[config.mk]
export PLATFORM = sky130hd
export DESIGN_NAME = ps2_move_encoder
export DESIGN_NICKNAME = d
export VERILOG_FILES = /design/src/rtl/ps2_move_encoder_pkg.sv /design/src/rtl/ps2_move_encoder_rx.sv /design/src/rtl/ps2_move_encoder.sv
export SDC_FILE = /design/constraint.sdc
export NUM_CORES = 1
export LEC_CHECK = 0
export ABC_AREA = 0
export CAP_MARGIN = 15
export CORE_MARGIN = 2
export CORE_UTILIZATION = 60
export DETAILED_ROUTE_END_ITERATION = 12
export PLACE_DENSITY = 0.9
export SLEW_MARGIN = 15
export SYNTH_ARGS = -nofsm -noshare
export SYNTH_HDL_FRONTEND = slang
export SYNTH_HIERARCHICAL = 1
export SYNTH_SLANG_ARGS = --single-unit
export TNS_END_PERCENT = 1
[constraint.sdc]
create_clock -name clk -period 2.4 [get_ports clk]
set_input_delay 0.48 -clock clk [delete_from_list [all_inputs] [get_ports clk]]
set_output_delay 0.48 -clock clk [all_outputs]
set_load 0.005 [all_outputs]
[src/rtl/ps2_move_encoder_pkg.sv]
// Shared types and constants for the PS/2 move encoder: move codes,
// receiver states, scan codes and the key-to-move lookup.
package ps2_move_encoder_pkg;

    typedef enum logic [2:0] {
        MOVE_NONE  = 3'd0,
        MOVE_UP    = 3'd1,
        MOVE_DOWN  = 3'd2,
        MOVE_LEFT  = 3'd3,
        MOVE_RIGHT = 3'd4,
        MOVE_PLAY  = 3'd5,
        MOVE_RESET = 3'd6
    } move_t;

    typedef enum logic [1:0] {
        RX_IDLE,
        RX_DATA,
        RX_PARITY,
        RX_STOP
    } rx_state_t;

    localparam logic [7:0] SC_PREFIX_E0 = 8'hE0;
    localparam logic [7:0] SC_BREAK_F0  = 8'hF0;
    localparam logic [7:0] SC_W         = 8'h1D;
    localparam logic [7:0] SC_S         = 8'h1B;
    localparam logic [7:0] SC_A         = 8'h1C;
    localparam logic [7:0] SC_D         = 8'h23;
    localparam logic [7:0] SC_SPACE     = 8'h29;
    localparam logic [7:0] SC_R         = 8'h2D;
    localparam logic [7:0] SC_ARROW_UP  = 8'h75;
    localparam logic [7:0] SC_ARROW_DN  = 8'h72;
    localparam logic [7:0] SC_ARROW_LT  = 8'h6B;
    localparam logic [7:0] SC_ARROW_RT  = 8'h74;

    // Key is {e0_seen, scan byte}; the MSB separates arrows from plain keys.
    function automatic move_t map_key(input logic [8:0] key);
        move_t result;
        case (key)
            {1'b1, SC_ARROW_UP}, {1'b0, SC_W}: result = MOVE_UP;
            {1'b1, SC_ARROW_DN}, {1'b0, SC_S}: result = MOVE_DOWN;
            {1'b1, SC_ARROW_LT}, {1'b0, SC_A}: result = MOVE_LEFT;
            {1'b1, SC_ARROW_RT}, {1'b0, SC_D}: result = MOVE_RIGHT;
            {1'b0, SC_SPACE}:                  result = MOVE_PLAY;
            {1'b0, SC_R}:                      result = MOVE_RESET;
            default:                           result = MOVE_NONE;
        endcase
        return result;
    endfunction

endpackage

[src/rtl/ps2_move_encoder_rx.sv]
// PS/2 frame receiver: synchronizes the raw pins, detects clock falling
// edges and assembles start/8 data/odd parity/stop frames with a timeout.
module ps2_rx
    import ps2_move_encoder_pkg::*;
#(
    parameter int TIMEOUT_CYC = 200000,
    parameter int SYNC_STAGES = 2
) (
    input  logic       clk,
    input  logic       rst_n,
    input  logic       ps2_clk,
    input  logic       ps2_data,
    output logic [7:0] rx_byte,
    output logic       byte_valid,
    output logic       frame_err
);

    localparam int TW = $clog2(TIMEOUT_CYC + 1);

    logic [SYNC_STAGES-1:0] clk_sync;
    logic [SYNC_STAGES-1:0] data_sync;
    logic                   clk_prev;
    logic                   fall;
    logic                   sdata;

    rx_state_t state;
    logic [2:0]    bit_cnt;
    logic [7:0]    shift;
    logic          parity_ok;
    logic [TW-1:0] timer;

    // Pins idle high, so the chain resets to 1 to avoid a false edge.
    always_ff @(posedge clk or negedge rst_n) begin
        if (!rst_n) begin
            clk_sync  <= '1;
            data_sync <= '1;
            clk_prev  <= 1'b1;
        end else begin
            clk_sync  <= {clk_sync[SYNC_STAGES-2:0], ps2_clk};
            data_sync <= {data_sync[SYNC_STAGES-2:0], ps2_data};
            clk_prev  <= clk_sync[SYNC_STAGES-1];
        end
    end

    assign fall  = clk_prev & ~clk_sync[SYNC_STAGES-1];
    assign sdata = data_sync[SYNC_STAGES-1];

    always_ff @(posedge clk or negedge rst_n) begin
        if (!rst_n) begin
            state      <= RX_IDLE;
            bit_cnt    <= '0;
            shift      <= '0;
            parity_ok  <= 1'b0;
            timer      <= '0;
            rx_byte    <= '0;
            byte_valid <= 1'b0;
            frame_err  <= 1'b0;
        end else begin
            byte_valid <= 1'b0;
            frame_err  <= 1'b0;
            if (fall) begin
                timer <= '0;
                case (state)
                    RX_IDLE: begin
                        if (!sdata) begin
                            state   <= RX_DATA;
                            bit_cnt <= '0;
                        end else begin
                            frame_err <= 1'b1;
                        end
                    end
                    RX_DATA: begin
                        shift <= {sdata, shift[7:1]};
                        if (bit_cnt == 3'd7) begin
                            state <= RX_PARITY;
                        end else begin
                            bit_cnt <= bit_cnt + 3'd1;
                        end
                    end
                    RX_PARITY: begin
                        parity_ok <= sdata ^ (^shift);
                        state     <= RX_STOP;
                    end
                    RX_STOP: begin
                        if (sdata && parity_ok) begin
                            byte_valid <= 1'b1;
                            rx_byte    <= shift;
                        end else begin
                            frame_err <= 1'b1;
                        end
                        state <= RX_IDLE;
                    end
                endcase
            end else if (state != RX_IDLE) begin
                // A stalled partial frame is dropped after the idle window.
                if (timer == TW'(TIMEOUT_CYC - 1)) begin
                    frame_err <= 1'b1;
                    state     <= RX_IDLE;
                    timer     <= '0;
                end else begin
                    timer <= timer + TW'(1);
                end
            end
        end
    end

endmodule

[src/rtl/ps2_move_encoder.sv]
// Turns PS/2 make/break scan codes into single-cycle move pulses,
// suppressing typematic repeats of the key currently held down.
module ps2_move_encoder
    import ps2_move_encoder_pkg::*;
#(
    parameter int TIMEOUT_CYC = 200000,
    parameter int SYNC_STAGES = 2
) (
    input  logic       clk,
    input  logic       rst_n,
    input  logic       ps2_clk,
    input  logic       ps2_data,
    output logic [2:0] move,
    output logic       frame_err,
    output logic [7:0] key_code
);

    logic [7:0] rx_byte;
    logic       byte_valid;
    logic [8:0] cur_key;

    move_t      move_q;
    logic       e0_seen;
    logic       f0_seen;
    logic       held_valid;
    logic [8:0] held_key;

    ps2_rx #(
        .TIMEOUT_CYC(TIMEOUT_CYC),
        .SYNC_STAGES(SYNC_STAGES)
    ) u_rx (
        .clk       (clk),
        .rst_n     (rst_n),
        .ps2_clk   (ps2_clk),
        .ps2_data  (ps2_data),
        .rx_byte   (rx_byte),
        .byte_valid(byte_valid),
        .frame_err (frame_err)
    );

    assign cur_key  = {e0_seen, rx_byte};
    assign key_code = rx_byte;
    assign move     = move_q;

    // held_valid keeps "no key held" distinct from a held scan code of 00.
    always_ff @(posedge clk or negedge rst_n) begin
        if (!rst_n) begin
            move_q     <= MOVE_NONE;
            e0_seen    <= 1'b0;
            f0_seen    <= 1'b0;
            held_valid <= 1'b0;
            held_key   <= '0;
        end else begin
            move_q <= MOVE_NONE;
            if (byte_valid) begin
                if (rx_byte == SC_PREFIX_E0) begin
                    e0_seen <= 1'b1;
                end else if (rx_byte == SC_BREAK_F0) begin
                    f0_seen <= 1'b1;
                end else begin
                    e0_seen <= 1'b0;
                    f0_seen <= 1'b0;
                    if (!f0_seen) begin
                        if (!(held_valid && held_key == cur_key)) begin
                            held_valid <= 1'b1;
                            held_key   <= cur_key;
                            move_q     <= map_key(cur_key);
                        end
                    end else if (held_valid && held_key == cur_key) begin
                        held_valid <= 1'b0;
                        held_key   <= '0;
                    end
                end
            end
        end
    end

endmodule

-- Word level (Yosys, flattened, before mapping)
Index checks and enable logic that the tools add are counted.
Widths: inputs -> output; s select.
- bits of input ports: 4
- register bits: 62
- equality and inequality tests: 25
- add/subtract/negate cells: 2
- reduce and logical (&&, ||, !) cells: 20
- bitwise logic cells: 5
- muxes and demuxes: 36
- operators with widths (cell ; count):
    $mux 18 ; 3
    $eq 9x9->1 const B ; 4
    $eq 9x5->1 const B ; 3
    $eq 9x6->1 const B ; 3
    $mux 9 ; 3
    $mux 3 ; 7
    $add 18x1->18 const B ; 1
    $eq 18x18->1 const B ; 1
    $pmux 3 s6 ; 1
    $eq 8x8->1 const B ; 2
    $mux 1 ; 14
    $mux 2 ; 5
    $eq 9x9->1 ; 1
    $ne 2x2->1 const B ; 4
    $pmux 2 s4 ; 1
    $reduce_and 2->1 ; 4
    $reduce_and 4->1 ; 2
    $reduce_bool 2->1 ; 4
    $reduce_or 2->1 ; 4
    $reduce_xor 8->1 ; 1
    $ne 3x3->1 const B ; 2
    $pmux 3 s2 ; 1
    $reduce_and 5->1 ; 1
    $eq 2x2->1 const B ; 2
    11 further kinds ; 14

-- Depth between registers and ports, before layout
Gate-level depths: netlist of run 1.
- depth after elaboration: 8
- depth in mapped cells: 7

-- Cells and area by module
Netlist of run 1, hierarchy kept.
- modules (own cells, without submodules) (module ; area an instance (µm²) ; cells an instance ; instances):
    ps2_rx ; 2264.7 ; 223 ; 1
    ps2_move_encoder ; 1186.1 ; 131 ; 1

-- Worst setup path after synthesis of run 1
OpenSTA, ideal clock, no wires.
- path kind: register to register
- start point: reg u_rx.timer[14]
- end point: reg u_rx.timer[0]
- arrival time: 1779 ps
- path slack: 496 ps
- period minus slack after synthesis: 1904 ps
- required time: 2275 ps
- stages on the path, launching flop included: 5
- cells stage by stage: dfrtp_1 -> or4b_1 -> nor4_4 -> a31oi_1 -> mux2_2
- cells in the longest elaborated chain, start to end: 4
- ends and longest elaborated chain (element ; line ; text):
    from (decl) ; ps2_move_encoder_rx.sv:30 ; logic [TW-1:0] timer;
    from (signal assigned) ; ps2_move_encoder_rx.sv:101 ; timer <= timer + TW'(1);
    $eq 18x18->1 ; ps2_move_encoder_rx.sv:96 ; if (timer == TW'(TIMEOUT_CYC - 1)) begin
    $mux 18 ; ps2_move_encoder_rx.sv:96 ;
    $mux 18 ; ps2_move_encoder_rx.sv:94 ; end else if (state != RX_IDLE) begin
    $mux 18 ; ps2_move_encoder_rx.sv:61 ; if (fall) begin
No other way between the ends. The select of a mux whose other input is x is not followed.
A chain may end at the register's enable or synchronous reset.

-- Worst setup path after layout of run 1
Ends and elaborated chain as after synthesis.

==> impl_metrics.yaml, run 1 <==
status:
  status: "complete, no violations"
place:
  gp_congestion: 0.862
  dp_slack_ns: 0.337
  port_buffers: 15
  dp_hpwl_um: 4850
sta:
  rsz0062_at_grt: "no"
  skew_ns: 0.0102
  max_freq_ghz: 0.479
  tightest_slew_ns: 0.738
  maxSlewHeadroom: 0.505
  finalHoldViolCount: 0
  fin_crit_sh: 0.870
  period_minus_slack_ns: 2.09
  tns_ns: 0
  setup_viol: 0
  worst_slack_ns: 0.313
  maxSlewViolCount: 0
  fin_hold_ws_ns: 0.123
die:
  die_w_um: 79.8
  die-area_mm2: 0.00637
  io_pins: 16
  rows: 27
  die_h_um: 79.8
  coreArea_mm2: 0.00554
  initial_core_util: 0.623
detailed_routing:
  drc: 0
  first_pass_iters: 4
  via_per_inst: 6.18
  via_count: 2742
  routed_wl_um: 7110
  routedWlPerCell_um: 16.0
  drt-initial-drc-count: 170
  ant_nets: 0
pwr:
  static-leakage-power_nw: 1.65
  power.density_mw_per_mm2: 697
  ir_worst_vdd_mv: 0.648
  p_total_mw: 2.70
layout:
  final_core_util: 0.698
  syn_to_final_growth_pct: 12.1
  num_antenna_cells: 0
  layout.nets: 378
  layout_commonest_cell: "nand2_1"
  drive_gt1_frac: 0.110
  final_cell_mix: "59 x nand2_1, 57 x dfrtp_1, 23 x xnor2_1"
yosys:
  synth_nets: 365
  async_reset_ff_frac: 1.00
  synth-seq-area-share: 0.451
  syn_area_mm2: 0.00345
  synth_cells: 354
  yosysWarnings: 6
  synth_top_flop_cell: "dfrtp_1"
  synth_edf_count: 0
  ys_seq_elements: 62
  synth_cell_types: 56
  syn_avg_cell_area_um2: 9.75
critical_path:
  crit_type: "reg -> reg"
  crit_slowest_cell: "or4b_1"
  max_stage_delay_ns: 0.57
  crit_arrival_ns: 2.32
  cp_num_buf_inv: 0
  path_max_fanout: 9
  end_kind: "flop"
  critPathLaunchType: "flop"
  critical_path.top_delay_family: "simple AND/OR/NAND/NOR gates"
  crit_chain: "or4b_1 -> nor4_4 -> a31oi_1 -> mux2_2"
  critPathRequiredTime_ns: 2.63
global_route:
  antenna_found_initial: 0
  first_global_vias: 2707
  grt_pass1_wl_um: 12200
  grtUsageTotal: 0.247
  grt_max_degree: 63
  gr-total-overflow: 0
clock_network:
  clkSinkCount: 62
  clkSlewWorstSetupHoldPaths_ns: 0.07
  numCtsBuffers: 9
  cts_resized: 0
  clock-root-buffer: "clkbuf_8"
  cts-hold-fix-buffers: 0
  post_cts_buffers: 0
  clockBufferDepth: 2
  cts_tree: "built"
  htreeDepth: 3
  clkLatencyLatePin_ns: 0.34
min_path:
  holdCritPathClass: "in -> async"
flow_run:
  maxCapViolCount: 0
==> cells by family after synthesis <==
family	Yosys count	share of synthesized area
xor gates and xnor gates	27	0.0685
adders and majority gates	7	0.0254
DFF	62	0.451
buffers and inverters	27	0.0370
AOI/OAI and AO/OA	72	0.160
and+or+nand+nor	149	0.226
muxes	10	0.0323
==> cell usage after synthesis (2+ instances only) <==
| cell type | number | area (um2) |
|---|---|---|
| buf_6 | 3 | 33.8 |
| o311a_1 | 2 | 20.0 |
| or4b_1 | 3 | 30.0 |
| ha_1 | 7 | 87.6 |
| and4_1 | 3 | 26.3 |
| buf_2 | 3 | 15.0 |
| inv_1 | 7 | 26.3 |
| a32oi_1 | 9 | 78.8 |
| nand4_1 | 8 | 50.1 |
| nand2b_1 | 5 | 31.3 |
| a211oi_1 | 2 | 15.0 |
| nand3_1 | 16 | 80.1 |
| nand2_1 | 59 | 221 |
| mux2_2 | 9 | 101 |
| nor2b_1 | 5 | 31.3 |
| xor2_1 | 4 | 35.0 |
| and2_1 | 13 | 81.3 |
| nor2_1 | 17 | 63.8 |
| a311o_1 | 9 | 90.1 |
| o21ai_0 | 11 | 55.1 |
| a22o_1 | 5 | 43.8 |
| xnor2_1 | 23 | 201 |
| dfrtp_1 | 57 | 1430 |
| clkbuf_1 | 12 | 45.0 |
| clkinv_1 | 2 | 7.51 |
| a21oi_1 | 9 | 45.0 |
| nor3_1 | 5 | 25.0 |
| nor4_1 | 3 | 18.8 |
| dfstp_2 | 5 | 131 |
| and3_1 | 2 | 12.5 |
| a31oi_1 | 4 | 25.0 |
| o2111ai_1 | 6 | 52.6 |
| o21ai_1 | 3 | 15.0 |
==> worst paths after layout <==
path,start,endpoint,slack [ns],depth (start not counted)
setup reg to reg,u_rx/timer[14],u_rx/timer[0],0.31,4
hold / removal,rst_n,move[0],0.12,2
hold reg to reg,u_rx/data_sync[0],u_rx/data_sync[1],0.36,0
min in group clk,u_rx/data_sync[0],u_rx/data_sync[1],0.36,0
setup / recovery,u_rx/timer[14],u_rx/timer[0],0.31,4
max in group asynchronous,rst_n,u_rx/clk_sync[0],1.95,2
==> flip-flops by register name, indices dropped and copies added (netlist names) <==
name             flops
held_key             9
u_rx/frame_err       1
u_rx/rx_byte         8
u_rx/byte_valid      1
f0_seen              1
u_rx/state           2
held_valid           1
u_rx/parity_ok       1
u_rx/clk_prev        1
e0_seen              1
u_rx/shift           8
u_rx/data_sync       2
move                 3
u_rx/clk_sync        2
u_rx/timer          18
u_rx/bit_cnt         3
==> report_power, final <==
| group | internal (mW) | total [mW] | switching (mW) |
|---|---|---|---|
| clock network | 0.642 | 1.03 | 0.388 |
| registers | 1.12 | 1.21 | 0.0859 |
| logic | 0.213 | 0.458 | 0.245 |
==> metrics by stage <==
stage / cells / area, um2
detailed placement: 428 / 3640
CTS: 444 / 3870
global placement: 428 / 3640
finish: 444 / 3870
floorplan: 354 / 3450
global route: 444 / 3870
==> cell type report <==
class	instances	area, um2
clock buffers	13	159
clock inverters	3	67.6
fillers	377	1670
inverters	9	33.8
multi-input cells	265	1770
flip-flops and latches	62	1560
well taps	72	90.1
repair buffers	20	195
==> worst register-to-register path, stage by stage, from the launching register on <==
cell and delay [ns]:
dfrtp_1 0.42, or4b_1 0.57, nor4_4 0.30, a31oi_1 0.32
mux2_2 0.36
==> metal layers <==
metal	track usage	vias up	part of all wire
met5	0	-	0
met4	0.0932	0	0.012
met3	0.0792	12	0.055
met2	0.418	86	0.50
met1	0.293	1334	0.43
li1	-	1310	-
(Power assumes the default switching activity.)
==> run 2, diff against run 1 <==
--- a/config.mk
+++ b/config.mk
@@ -6,6 +6,7 @@
 export NUM_CORES = 1
 export LEC_CHECK = 0
 export ABC_AREA = 0
+export ABC_CLOCK_PERIOD_IN_PS = 2400
 export CAP_MARGIN = 15
 export CORE_MARGIN = 2
 export CORE_UTILIZATION = 60
==> results of run 2 <==
Final layout, timing and power as in run 1 (identical DEF).
